**config.mk**
```make
export PLATFORM = sky130hd
export DESIGN_NAME = mat_operand_loader_flat
export DESIGN_NICKNAME = d
export VERILOG_FILES = /design/src/rtl/npu_mat_pkg.sv /design/src/rtl/mat_operand_loader_if.sv /design/src/rtl/mat_operand_loader.sv /design/src/flat_wrapper.sv
export SDC_FILE = /design/constraint.sdc
export NUM_CORES = 1
export LEC_CHECK = 0
export ABC_AREA = 1
export CORE_MARGIN = 5
export CORE_UTILIZATION = 49
export DETAILED_ROUTE_END_ITERATION = 8
export PLACE_DENSITY = 0.85
export SKIP_LAST_GASP = 1
export SYNTH_ARGS = -nofsm -noshare
export SYNTH_HDL_FRONTEND = slang
export SYNTH_SLANG_ARGS = --single-unit
```
**constraint.sdc**
```tcl
create_clock -name clk -period 2.3 [get_ports clk]
set_clock_uncertainty 0.15 [all_clocks]
set_input_delay 0.69 -clock clk [delete_from_list [all_inputs] [get_ports clk]]
set_output_delay 0.69 -clock clk [all_outputs]
set_load 0.05 [all_outputs]
```
**src/rtl/npu_mat_pkg.sv**
```systemverilog
// Shared types for the NPU 4x4 elementwise matrix path (loader and compute stages).
package npu_mat_pkg;
    localparam int DIM = 4;
    localparam int DW  = 8;

    typedef logic [DW-1:0] elem_t;
    typedef elem_t [DIM-1:0][DIM-1:0] mat_t;

    typedef enum logic [1:0] {LOAD_A, LOAD_B, FIRE, WAIT} ld_state_t;
endpackage

```
**src/rtl/mat_operand_loader_if.sv**
```systemverilog
// Stream-in and compute-side signals of the operand loader.
interface mat_operand_loader_if #(parameter int CNTW = 16);
    import npu_mat_pkg::*;

    logic            flush;
    logic            in_valid;
    elem_t           in_data;
    logic            in_ready;
    mat_t            a_out;
    mat_t            b_out;
    logic            start;
    logic            done_in;
    logic            busy;
    logic [CNTW-1:0] op_count;

    modport slave (
        input  flush, in_valid, in_data, done_in,
        output in_ready, a_out, b_out, start, busy, op_count
    );
    modport master (
        output flush, in_valid, in_data, done_in,
        input  in_ready, a_out, b_out, start, busy, op_count
    );
endinterface

```
**src/rtl/mat_operand_loader.sv**
```systemverilog
// Fills operand A then B from a byte stream, pulses start, holds operands until
// the compute stage signals done. DIM/DW come from npu_mat_pkg.
module mat_operand_loader
    import npu_mat_pkg::*;
#(
    parameter int CNTW = 16
) (
    input  logic                 clk,
    input  logic                 rst_n,
    mat_operand_loader_if.slave  bus
);
    localparam int NEL = DIM * DIM;
    localparam int IW  = $clog2(NEL);
    localparam int RW  = $clog2(DIM);

    ld_state_t       state_q, state_d;
    logic [IW-1:0]   idx_q, idx_d;
    mat_t            a_q, b_q;
    logic            start_q, busy_q, done_prev_q;
    logic [CNTW-1:0] cnt_q;

    logic            loading, rdy, accept, last, done_evt, cnt_inc;
    logic [RW-1:0]   row, col;

    assign loading  = (state_q == LOAD_A) || (state_q == LOAD_B);
    assign rdy      = loading && !bus.flush;
    assign accept   = bus.in_valid && rdy;
    assign last     = (idx_q == IW'(NEL - 1));
    assign done_evt = bus.done_in && !done_prev_q;
    assign row      = RW'(idx_q / IW'(DIM));
    assign col      = RW'(idx_q % IW'(DIM));

    always_comb begin
        state_d = state_q;
        idx_d   = idx_q;
        cnt_inc = 1'b0;
        if (bus.flush) begin
            state_d = LOAD_A;
            idx_d   = '0;
        end else begin
            unique case (state_q)
                LOAD_A, LOAD_B: begin
                    if (accept) begin
                        if (last) begin
                            idx_d   = '0;
                            state_d = (state_q == LOAD_A) ? LOAD_B : FIRE;
                        end else begin
                            idx_d = idx_q + IW'(1);
                        end
                    end
                end
                FIRE: state_d = WAIT;
                WAIT: begin
                    if (done_evt) begin
                        cnt_inc = 1'b1;
                        state_d = LOAD_A;
                        idx_d   = '0;
                    end
                end
                default: state_d = LOAD_A;
            endcase
        end
    end

    // done_prev tracks done_in in every state so a sticky done cannot re-fire later.
    always_ff @(posedge clk or negedge rst_n) begin
        if (!rst_n) begin
            state_q     <= LOAD_A;
            idx_q       <= '0;
            a_q         <= '0;
            b_q         <= '0;
            start_q     <= 1'b0;
            busy_q      <= 1'b0;
            done_prev_q <= 1'b0;
            cnt_q       <= '0;
        end else begin
            state_q     <= state_d;
            idx_q       <= idx_d;
            start_q     <= (state_d == FIRE);
            busy_q      <= (state_d == FIRE) || (state_d == WAIT);
            done_prev_q <= bus.done_in;
            if (cnt_inc)
                cnt_q <= cnt_q + CNTW'(1);
            if (accept && state_q == LOAD_A)
                a_q[row][col] <= bus.in_data;
            if (accept && state_q == LOAD_B)
                b_q[row][col] <= bus.in_data;
        end
    end

    // A flush landing on the FIRE cycle must kill the pulse already registered.
    assign bus.start    = start_q && !bus.flush;
    assign bus.in_ready = rdy;
    assign bus.busy     = busy_q;
    assign bus.op_count = cnt_q;
    assign bus.a_out    = a_q;
    assign bus.b_out    = b_q;
endmodule
```
**src/flat_wrapper.sv**
```systemverilog
// flat-port wrapper written by rule: the top's interface ports become plain ports
module mat_operand_loader_flat import npu_mat_pkg::*;
#(
    parameter int CNTW = 16
)
  (clk, rst_n, bus_flush, bus_in_valid, bus_in_data, bus_done_in, bus_in_ready, bus_a_out, bus_b_out, bus_start, bus_busy, bus_op_count);
  mat_operand_loader_if #(.CNTW(CNTW)) bus_i ();
  input  logic clk;
  input  logic rst_n;
  input wire logic [$bits(bus_i.flush)-1:0] bus_flush;
  input wire logic [$bits(bus_i.in_valid)-1:0] bus_in_valid;
  input wire logic [$bits(bus_i.in_data)-1:0] bus_in_data;
  input wire logic [$bits(bus_i.done_in)-1:0] bus_done_in;
  output wire logic [$bits(bus_i.in_ready)-1:0] bus_in_ready;
  output wire logic [$bits(bus_i.a_out)-1:0] bus_a_out;
  output wire logic [$bits(bus_i.b_out)-1:0] bus_b_out;
  output wire logic [$bits(bus_i.start)-1:0] bus_start;
  output wire logic [$bits(bus_i.busy)-1:0] bus_busy;
  output wire logic [$bits(bus_i.op_count)-1:0] bus_op_count;
  assign bus_i.flush = bus_flush;
  assign bus_i.in_valid = bus_in_valid;
  assign bus_i.in_data = bus_in_data;
  assign bus_i.done_in = bus_done_in;
  assign bus_in_ready = bus_i.in_ready;
  assign bus_a_out = bus_i.a_out;
  assign bus_b_out = bus_i.b_out;
  assign bus_start = bus_i.start;
  assign bus_busy = bus_i.busy;
  assign bus_op_count = bus_i.op_count;
  mat_operand_loader #(.CNTW(CNTW)) u_core (.clk(clk), .rst_n(rst_n), .bus(bus_i));
endmodule
```
==> out/summary.md, run 1 <==
The flow ran to the end, and the final reports show no timing, DRC or antenna violations. The setup check on the worst reg-to-reg path leaves a slack of 0.29 ns. The logs give 0.603 mV for the worst-case vdd ir drop and 0 for the number of inserted diodes. For the number of design rule violations left after detail routing, the log shows 0.

The clock network burns 34.0% of the power. The flip-flop and latch count after synthesis was 281. On the critical path, the stage with the largest delay is an instance of sky130_fd_sc_hd__dfrtp_1. The tool flagged a number of max-cap violations equal to 0. The tools report the endpoint of the most critical register-to-register path as u_core.bus.a_out[66]. For the worst flop-to-flop path, the logic depth is 6.

The library cells used most frequently in the layout, excluding fill and tap cells, are 290 x sky130_fd_sc_hd__buf_4, 281 x sky130_fd_sc_hd__dfrtp_1, 271 x sky130_fd_sc_hd__nor2_1, 249 x sky130_fd_sc_hd__a21oi_1, 65 x sky130_fd_sc_hd__nand2_1. Number of cells on the critical path: 3. Worst setup path category: reg2out. From bottom edge to top edge, the die measures 159 um. Summing every instance area after synthesis gives 10900 um^2. The critical path goes through nor2_4 > buf_4 > buf_12. During synthesis, Yosys emitted a total of 0 warnings. The tools report the number of global-route vias before repair as 8982.

Of the synthesized area, sequential elements account for 64.3%. The total overflow left after global routing is 0. The worst hold path belongs to the class reg2reg.

The async set-or-reset flop fraction in the synthesized netlist was 100%. Each instance of the synthesized netlist takes up on average 10.4 um^2. In this run the worst path has a maximum fanout of 6. The synthesized netlist devotes 12.2% of its cell area to compound gates. In this run the tool buffered the top-level ports with 287 buffer cells. Setup repair after global routing left no endpoint under its margin.

The worst pin sits at a relative slew slack of 61.6%. In this run the biggest area consumer among cell types represents 64.3% of the synthesized area. In the final layout, the share of cells above drive strength 1 is 29.5%. The largest single stage delay on the critical path is 0.48 ns. The number of nets in the synthesized netlist is 1069. At the later pin of the worst-skew pair, clock insertion delay measures 0.52 ns. The net switching power was 4.50 mW; the area of the core was 21900 um^2. The floorplan step set the die width to 159 um. After Yosys synthesis, full adders, half adders and majority gates account for 0.572% of the synthesized area.

The logs give 7.95 nW for the leakage power summed over all cells and 1.40 ns for the critical path data arrival time. The minimum hold slack was 0.339 ns; the post-route minimum period was 2.24 ns. Yosys mapped a number of flops with a built-in enable equal to 0.

The worst-case clock buffer depth is 3, and the share of cell area taken by muxes after synthesis is 0%. At the end of the flow, the number of nets in the layout was 1376. For the count of TritonRoute iterations in the first routing pass, the log shows 5. The most frequently used flop master after synthesis was sky130_fd_sc_hd__dfrtp_1.

TritonCTS built the clock tree. The number of cells on the worst hold path is 2, and the power density over the cells is 906 nW/um^2. Based on the critical path, the design can be clocked at up to 446 MHz. Counting every instance in the synthesized netlist gives 1051. CTS root buffer: sky130_fd_sc_hd__clkbuf_16. At the pin with the least slew margin, the transition time is 0.576 ns. The timing endpoint of the critical path is bus_in_ready. STA classifies the critical path endpoint as an output pin.

Of all cell types, the one taking the most synthesized area is sky130_fd_sc_hd__dfrtp_1. The run gives 0 as the count of pins over their slew limit. The first global-routing pass estimated 49.8 mm of wire.

The number of core rows was 54; the routed wire length per instance was 18.9 um. Clock-pin slew was measured on the worst setup and hold paths at 0.06 ns. Initial core utilization: 49.9%.

The number of placed I/O pins was 288; the area share of xor/xnor cells in the synthesized design was 0.721%. The die covers 25400 um^2. The logs give 26 for the post-synthesis cell type count and 67 for the pin count of the biggest net entering global routing. The final worst-path setup slack is 0.0603 ns.

Setup violations remaining at the end of the flow were counted as 0. The library cell used most frequently in the layout, excluding fill and tap cells, is sky130_fd_sc_hd__buf_4. The deepest level of the CTS H-tree was 1. The pre-CTS setup slack was -0.183 ns.

STA classifies the critical path startpoint as a flip-flop. The worst register-to-register path begins at u_core.idx_q[0]. Broken down by cell family, the worst path's largest delay share belongs to flip-flops. The final route contains 8778 vias. For this design, the sink count on the clock tree is 281.

In this run, the number of DRC markers left after iteration 0 of detailed routing was 480. Net switching is 33.6% of the power. Once detail routing completed, the nets flagged for antenna violations numbered 0. The final weighted congestion in routability-driven placement is 0.823, and the via density per instance is 5.29. For the final count of hold timing violations, the log shows 0. Counting both buffers and inverters, the worst setup path holds a total of 2. The tools report the number of antenna violations at the first check in global routing as 0. The design internal power was 8.89 mW; the clock buffer count from CTS was 29. The critical path starts at u_core.state_q[1].

The share of the clock period used by the worst path works out to 97.4%. The relative area change from synthesis to final layout works out to 35.2%. Global routing consumed, over all layers together, 24.1% of the routing resources. Summed over all nets, the half-perimeter wirelength after detailed placement is 21.5 mm. The largest family of logic cells by synthesized area is simple AND/OR/NAND/NOR gates.

The simple logic cell fraction of the synthesized area is 17.5%. The total wire length after detailed routing is 31.4 mm. The combinational fraction of design power is 23.7%. For the part of the total power dissipated in sequential elements, the log shows 42.3%. At the worst endpoint, the required time is 1.46 ns. Sorting the synthesized cells by area gives the leading types as sky130_fd_sc_hd__dfrtp_1 64%, sky130_fd_sc_hd__a21oi_1 11%, sky130_fd_sc_hd__nor2_1 9.3%.
-- metal layers --
layer / share of wire (%) / global-route usage, % / vias to the layer above
met4: 3.5 / 7.87 / 0
met5: 0 / 0 / -
met3: 8.6 / 7.35 / 80
li1: - / - / 4043
met2: 49 / 39.8 / 357
met1: 39 / 30.6 / 4298
-- metrics by stage --
stage                     instance area [um^2]  cells  total power, mW  setup TNS (ns)  utilization, %
after floorplan                          10900   1051             7.71               0               -
after global placement                   13800   1606             8.80          -10.77            63.2
after detailed placement                 13800   1606             8.90          -22.37            63.2
after CTS                                14800   1660             13.5               0            67.5
after global routing                     14800   1660             13.9               0            67.5
final                                    14800   1660             13.4               0            67.5
-- how the worst min path moves through the flow --
stage                           from                     to  slack [ns]
6_report       u_core.bus.a_out[123]  u_core.bus.a_out[123]        0.34
5_1_grt        u_core.bus.a_out[121]  u_core.bus.a_out[121]        0.39
4_1_cts        u_core.bus.a_out[123]  u_core.bus.a_out[123]        0.34
3_5_place_dp   u_core.bus.a_out[123]  u_core.bus.a_out[123]        0.32
3_3_place_gp   u_core.bus.a_out[120]  u_core.bus.a_out[120]        0.32
2_1_floorplan                  rst_n    u_core.bus.a_out[0]        0.24
-- cell usage after synthesis, types with 2 or more instances --
cell,n
sky130_fd_sc_hd__buf_12,2
sky130_fd_sc_hd__nor2_1,271
sky130_fd_sc_hd__buf_6,10
sky130_fd_sc_hd__ha_1,5
sky130_fd_sc_hd__inv_1,32
sky130_fd_sc_hd__nand4_1,2
sky130_fd_sc_hd__xnor2_1,3
sky130_fd_sc_hd__nor2_2,10
sky130_fd_sc_hd__buf_4,11
sky130_fd_sc_hd__nand3_1,21
sky130_fd_sc_hd__nor2_8,20
sky130_fd_sc_hd__o21ai_0,15
sky130_fd_sc_hd__nand2_4,2
sky130_fd_sc_hd__nor2_4,2
sky130_fd_sc_hd__clkbuf_1,25
sky130_fd_sc_hd__xor2_1,6
sky130_fd_sc_hd__buf_2,11
sky130_fd_sc_hd__a21oi_1,249
sky130_fd_sc_hd__nand2_1,65
sky130_fd_sc_hd__dfrtp_1,281
sky130_fd_sc_hd__o21a_1,2
sky130_fd_sc_hd__nor3_1,2
-- tightest hold or removal path, delay by kind of cell, from the launching register on --
kind	cells	cell delay, ns
flops	1	0.34
compound gates	1	0.06
simple gates	1	0.05
-- kinds of logic after synthesis --
family	count (synthesis)
simple gates	397
fa+ha+maj	5
buf+inv	93
xor+xnor	9
flops	281
compound gates	266
-- sequential cells by signal (all words and copies together) (netlist names) --
name                 flops
u_core.bus.a_out       128
u_core.bus.b_out       128
u_core.bus.busy          1
u_core.bus.op_count     16
u_core.done_prev_q       1
u_core.idx_q             4
u_core.start_q           1
u_core.state_q           2
-- timing repair --
item / in CTS / in global routing
hold buffers: 1 / 0
resized for setup: 1 / 0
endpoints found under the hold margin: 32 / 0
buffers inserted: 0 / 0
setup endpoints to repair: 2 / 0
-- power groups by stage --
stage | Sequential [mW] | Clock (mW) | Combinational [mW]
finish | 5.66 | 4.55 | 3.17
global route | 5.70 | 4.85 | 3.32
CTS | 5.66 | 4.63 | 3.19
detailed placement | 5.74 | 0 | 3.16
global placement | 5.71 | 0 | 3.09
floorplan | 7.20 | 0 | 0.511
-- cell type report --
| cell class | instances | area (um^2) |
|---|---|---|
| Inverter | 34 | 130 |
| Tap cell | 280 | 350 |
| Fill cell | 1604 | 7110 |
| Timing Repair Buffer | 335 | 2950 |
| Multi-Input combinational cell | 677 | 3390 |
| Clock buffer | 41 | 831 |
| Sequential cell | 281 | 7030 |
| Clock inverter | 12 | 101 |
(Power assumes the default switching activity.)
==> inputs of run 2 (changes only) <==
--- a/config.mk
+++ b/config.mk
@@ -8,6 +8,8 @@
 export ABC_AREA = 1
 export CORE_MARGIN = 5
 export CORE_UTILIZATION = 49
+export CTS_CLUSTER_DIAMETER = 200
+export CTS_CLUSTER_SIZE = 16
 export DETAILED_ROUTE_END_ITERATION = 8
 export PLACE_DENSITY = 0.85
 export SKIP_LAST_GASP = 1
==> out/summary.md, run 2 (synthesized netlist as in run 1, its figures left out) <==
Measured along the x axis, the die boundary spans 159 um. The relative area change from synthesis to final layout was 31.5%. The library cell used most frequently in the layout, excluding fill and tap cells, is sky130_fd_sc_hd__buf_4.

288 I/O pins were placed. TritonCTS built the clock tree. Setup violations remaining at the end of the flow were counted as 0. The leakage power summed over all cells is 7.75 nW, and the count of buffer and inverter cells on the critical path is 2. The signal on the critical path passes through nor2_4 > buf_4 > buf_12. The run gives 0 as the count of pins over their slew limit. The slowest stage of the critical path belongs to the cell sky130_fd_sc_hd__dfrtp_1. Once the clock tree was built, the setup fixing pass inserted 0 buffers. For the pin with the worst max-slew slack, the measured transition is 0.573 ns.

The tools report the minimum hold slack as -0.000362 ns. The checks that failed: negative hold slack. For the final design instance area without fill, the log shows 14400 um^2.

The logs give 49.9% for the initial core utilization and 0 for the max-cap check violation count. The critical path data arrival time is 1.39 ns. Global routing used 23.5% of the available tracks. For this run the aggregate overflow at the end of global routing stands at 0. Cells with a size suffix above 1 make up 28.3% of the layout.

In the layout the commonest cells are 290 x sky130_fd_sc_hd__buf_4, 281 x sky130_fd_sc_hd__dfrtp_1, 271 x sky130_fd_sc_hd__nor2_1, 249 x sky130_fd_sc_hd__a21oi_1, 65 x sky130_fd_sc_hd__nand2_1. The tools report the kind of capture point of the worst setup path as an output pin. The final count of hold timing violations is 1. The most critical setup path has its startpoint at u_core.state_q[1].

Power spread over the standard cell area amounts to 839 nW/um^2. For the clock buffer count from CTS, the log shows 21. The worst hold path class was in2async. Setup repair after global routing left no endpoint under its margin. Once detail routing completed, the nets flagged for antenna violations numbered 0. The CTS root buffer was sky130_fd_sc_hd__clkbuf_16.

The first global-routing pass estimated 48.9 mm of wire. Delay of the slowest cell on the worst path: 0.48 ns. Entering global routing, the biggest net connects 67 pins. Number of global-route vias before repair: 8858.

The final layout contains 1367 nets. The height of the die is 159 um, and the number of design rule violations left after detail routing is 0. Of the available clock period, the critical path in the final layout requires 96.7%.

The deepest level of the CTS H-tree is 1. Counting along the longest clock path gives a buffer depth of 3. The tools report the worst flop-to-flop path startpoint as u_core.idx_q[0]. The number of antenna diodes in the final layout is 0.

The worst-case vdd ir drop was 0.569 mV. The first detailed-routing pass took 5 iterations. Summing over every cut layer, the via total after detailed routing is 8590. The logs give 0 for the number of antenna violations at the first check in global routing and 0 ns for the aggregate negative setup slack. The initial detailed-routing violation count was 475; the post-detailed-placement cell area was 13800 um^2.

Measured against its own limit, the worst slew margin works out to 61.8%. The die covers 25400 um^2. The clock latency of the later-clocked register in the worst-skew pair was 0.50 ns; the number of filler cells placed in the layout was 1650. Among cell families on the critical path, the largest total delay comes from flip-flops. After detailed routing, the total wire length is 30.5 mm.

After detailed routing, the average wire length per cell comes to 18.7 um. Routability-driven placement finished with a final weighted congestion of 0.823. Subtracting the final worst setup slack from the clock period gives 2.23 ns. For the maximum frequency from static timing analysis, the log shows 449 MHz. The endpoint required time on the critical path came out at 1.46 ns. The run finished, with violations left. The number of buffers inserted for hold repair after clock tree synthesis came out at 0. Using the TritonRoute via totals, the vias-per-cell ratio works out to 5.28.

The worst setup path is launched from a flip-flop. The clock net in this run drives a total of 281 sinks. The clock slew seen by the registers of the worst setup and hold paths works out to 0.07 ns. The worst setup path is of the reg2out kind.

The floorplan step defined a core boundary enclosing 21900 um^2. The floorplan has 54 rows. Detailed placement ended at an HPWL of 21.5 mm. The number of port buffers was 287; the maximum fanout along the worst path was 6.
==> run 2: worst register-to-register path: cells and delay by family, from the launching register on <==
| kind | cells | cell delay (ns) |
|---|---|---|
| fa+ha+maj | 1 | 0.23 |
| flops | 1 | 0.42 |
| buf+inv | 1 | 0.13 |
| simple gates | 3 | 0.85 |
| compound gates | 1 | 0.15 |
==> run 2: final cells by class <==
type                    count  area [um^2]  share of cell area (%)
clock inverters             1         8.76                  0.0609
inverters                  34          130                   0.905
multi-input cells         677         3390                    23.6
repair buffers            334         2940                    20.5
clock buffers              21          526                    3.66
flip-flops and latches    281         7030                    48.9
well taps                 280          350                    2.44
==> run 2: path summary, 6_finish.rpt <==
check                           cells past startpoint               endpoint  slack [ns]
worst min register to register                      2  u_core.bus.a_out[123]        0.34
worst min-delay path                                1   u_core.bus.b_out[48]     -0.0004
worst max-delay path                                3           bus_in_ready        0.07
max in group asynchronous                           2  u_core.bus.b_out[101]        1.35
min in group clk                                    2  u_core.bus.a_out[123]        0.34
worst max register to register                      6   u_core.bus.b_out[82]        0.28
==> run 2: timing repair <==
item / in CTS / in global routing
resized for setup: 1 / 0
endpoints found under the hold margin: 0 / 0
endpoints found under the setup margin: 2 / 0
==> run 2: per-stage QoR <==
step	util [%]	std cells	total power, mW	hold WS [ns]	worst slack (ns)
2_1_floorplan	-	1051	7.71	0.244	0.116
3_3_place_gp	63.2	1606	8.80	0.317	-0.0996
3_5_place_dp	63.2	1606	8.90	0.325	-0.183
4_1_cts	65.7	1628	12.1	0.0137	0.0665
5_1_grt	65.7	1628	12.5	0.0338	0.0158
6_report	65.7	1628	12.1	-0.000362	0.0748
==> run 2: where the power goes <==
group / switching, mW / total, mW / internal (mW)
registers: 0.279 / 5.65 / 5.37
logic: 2.27 / 3.15 / 0.873
clock network: 1.64 / 3.27 / 1.63
total: 4.19 / 12.1 / 7.87
==> run 2: per-layer routing <==
metal  routed length [um]  global-route usage [%]  vias to the layer above  share of wire (%)
li1                     -                       -                     3994                  -
met1                12000                    30.5                     4194                 39
met2                15000                    38.7                      335                 49
met3                 2680                    6.78                       67                8.8
met4                  854                    7.25                        0                2.8
met5                    0                       0                        -                  0
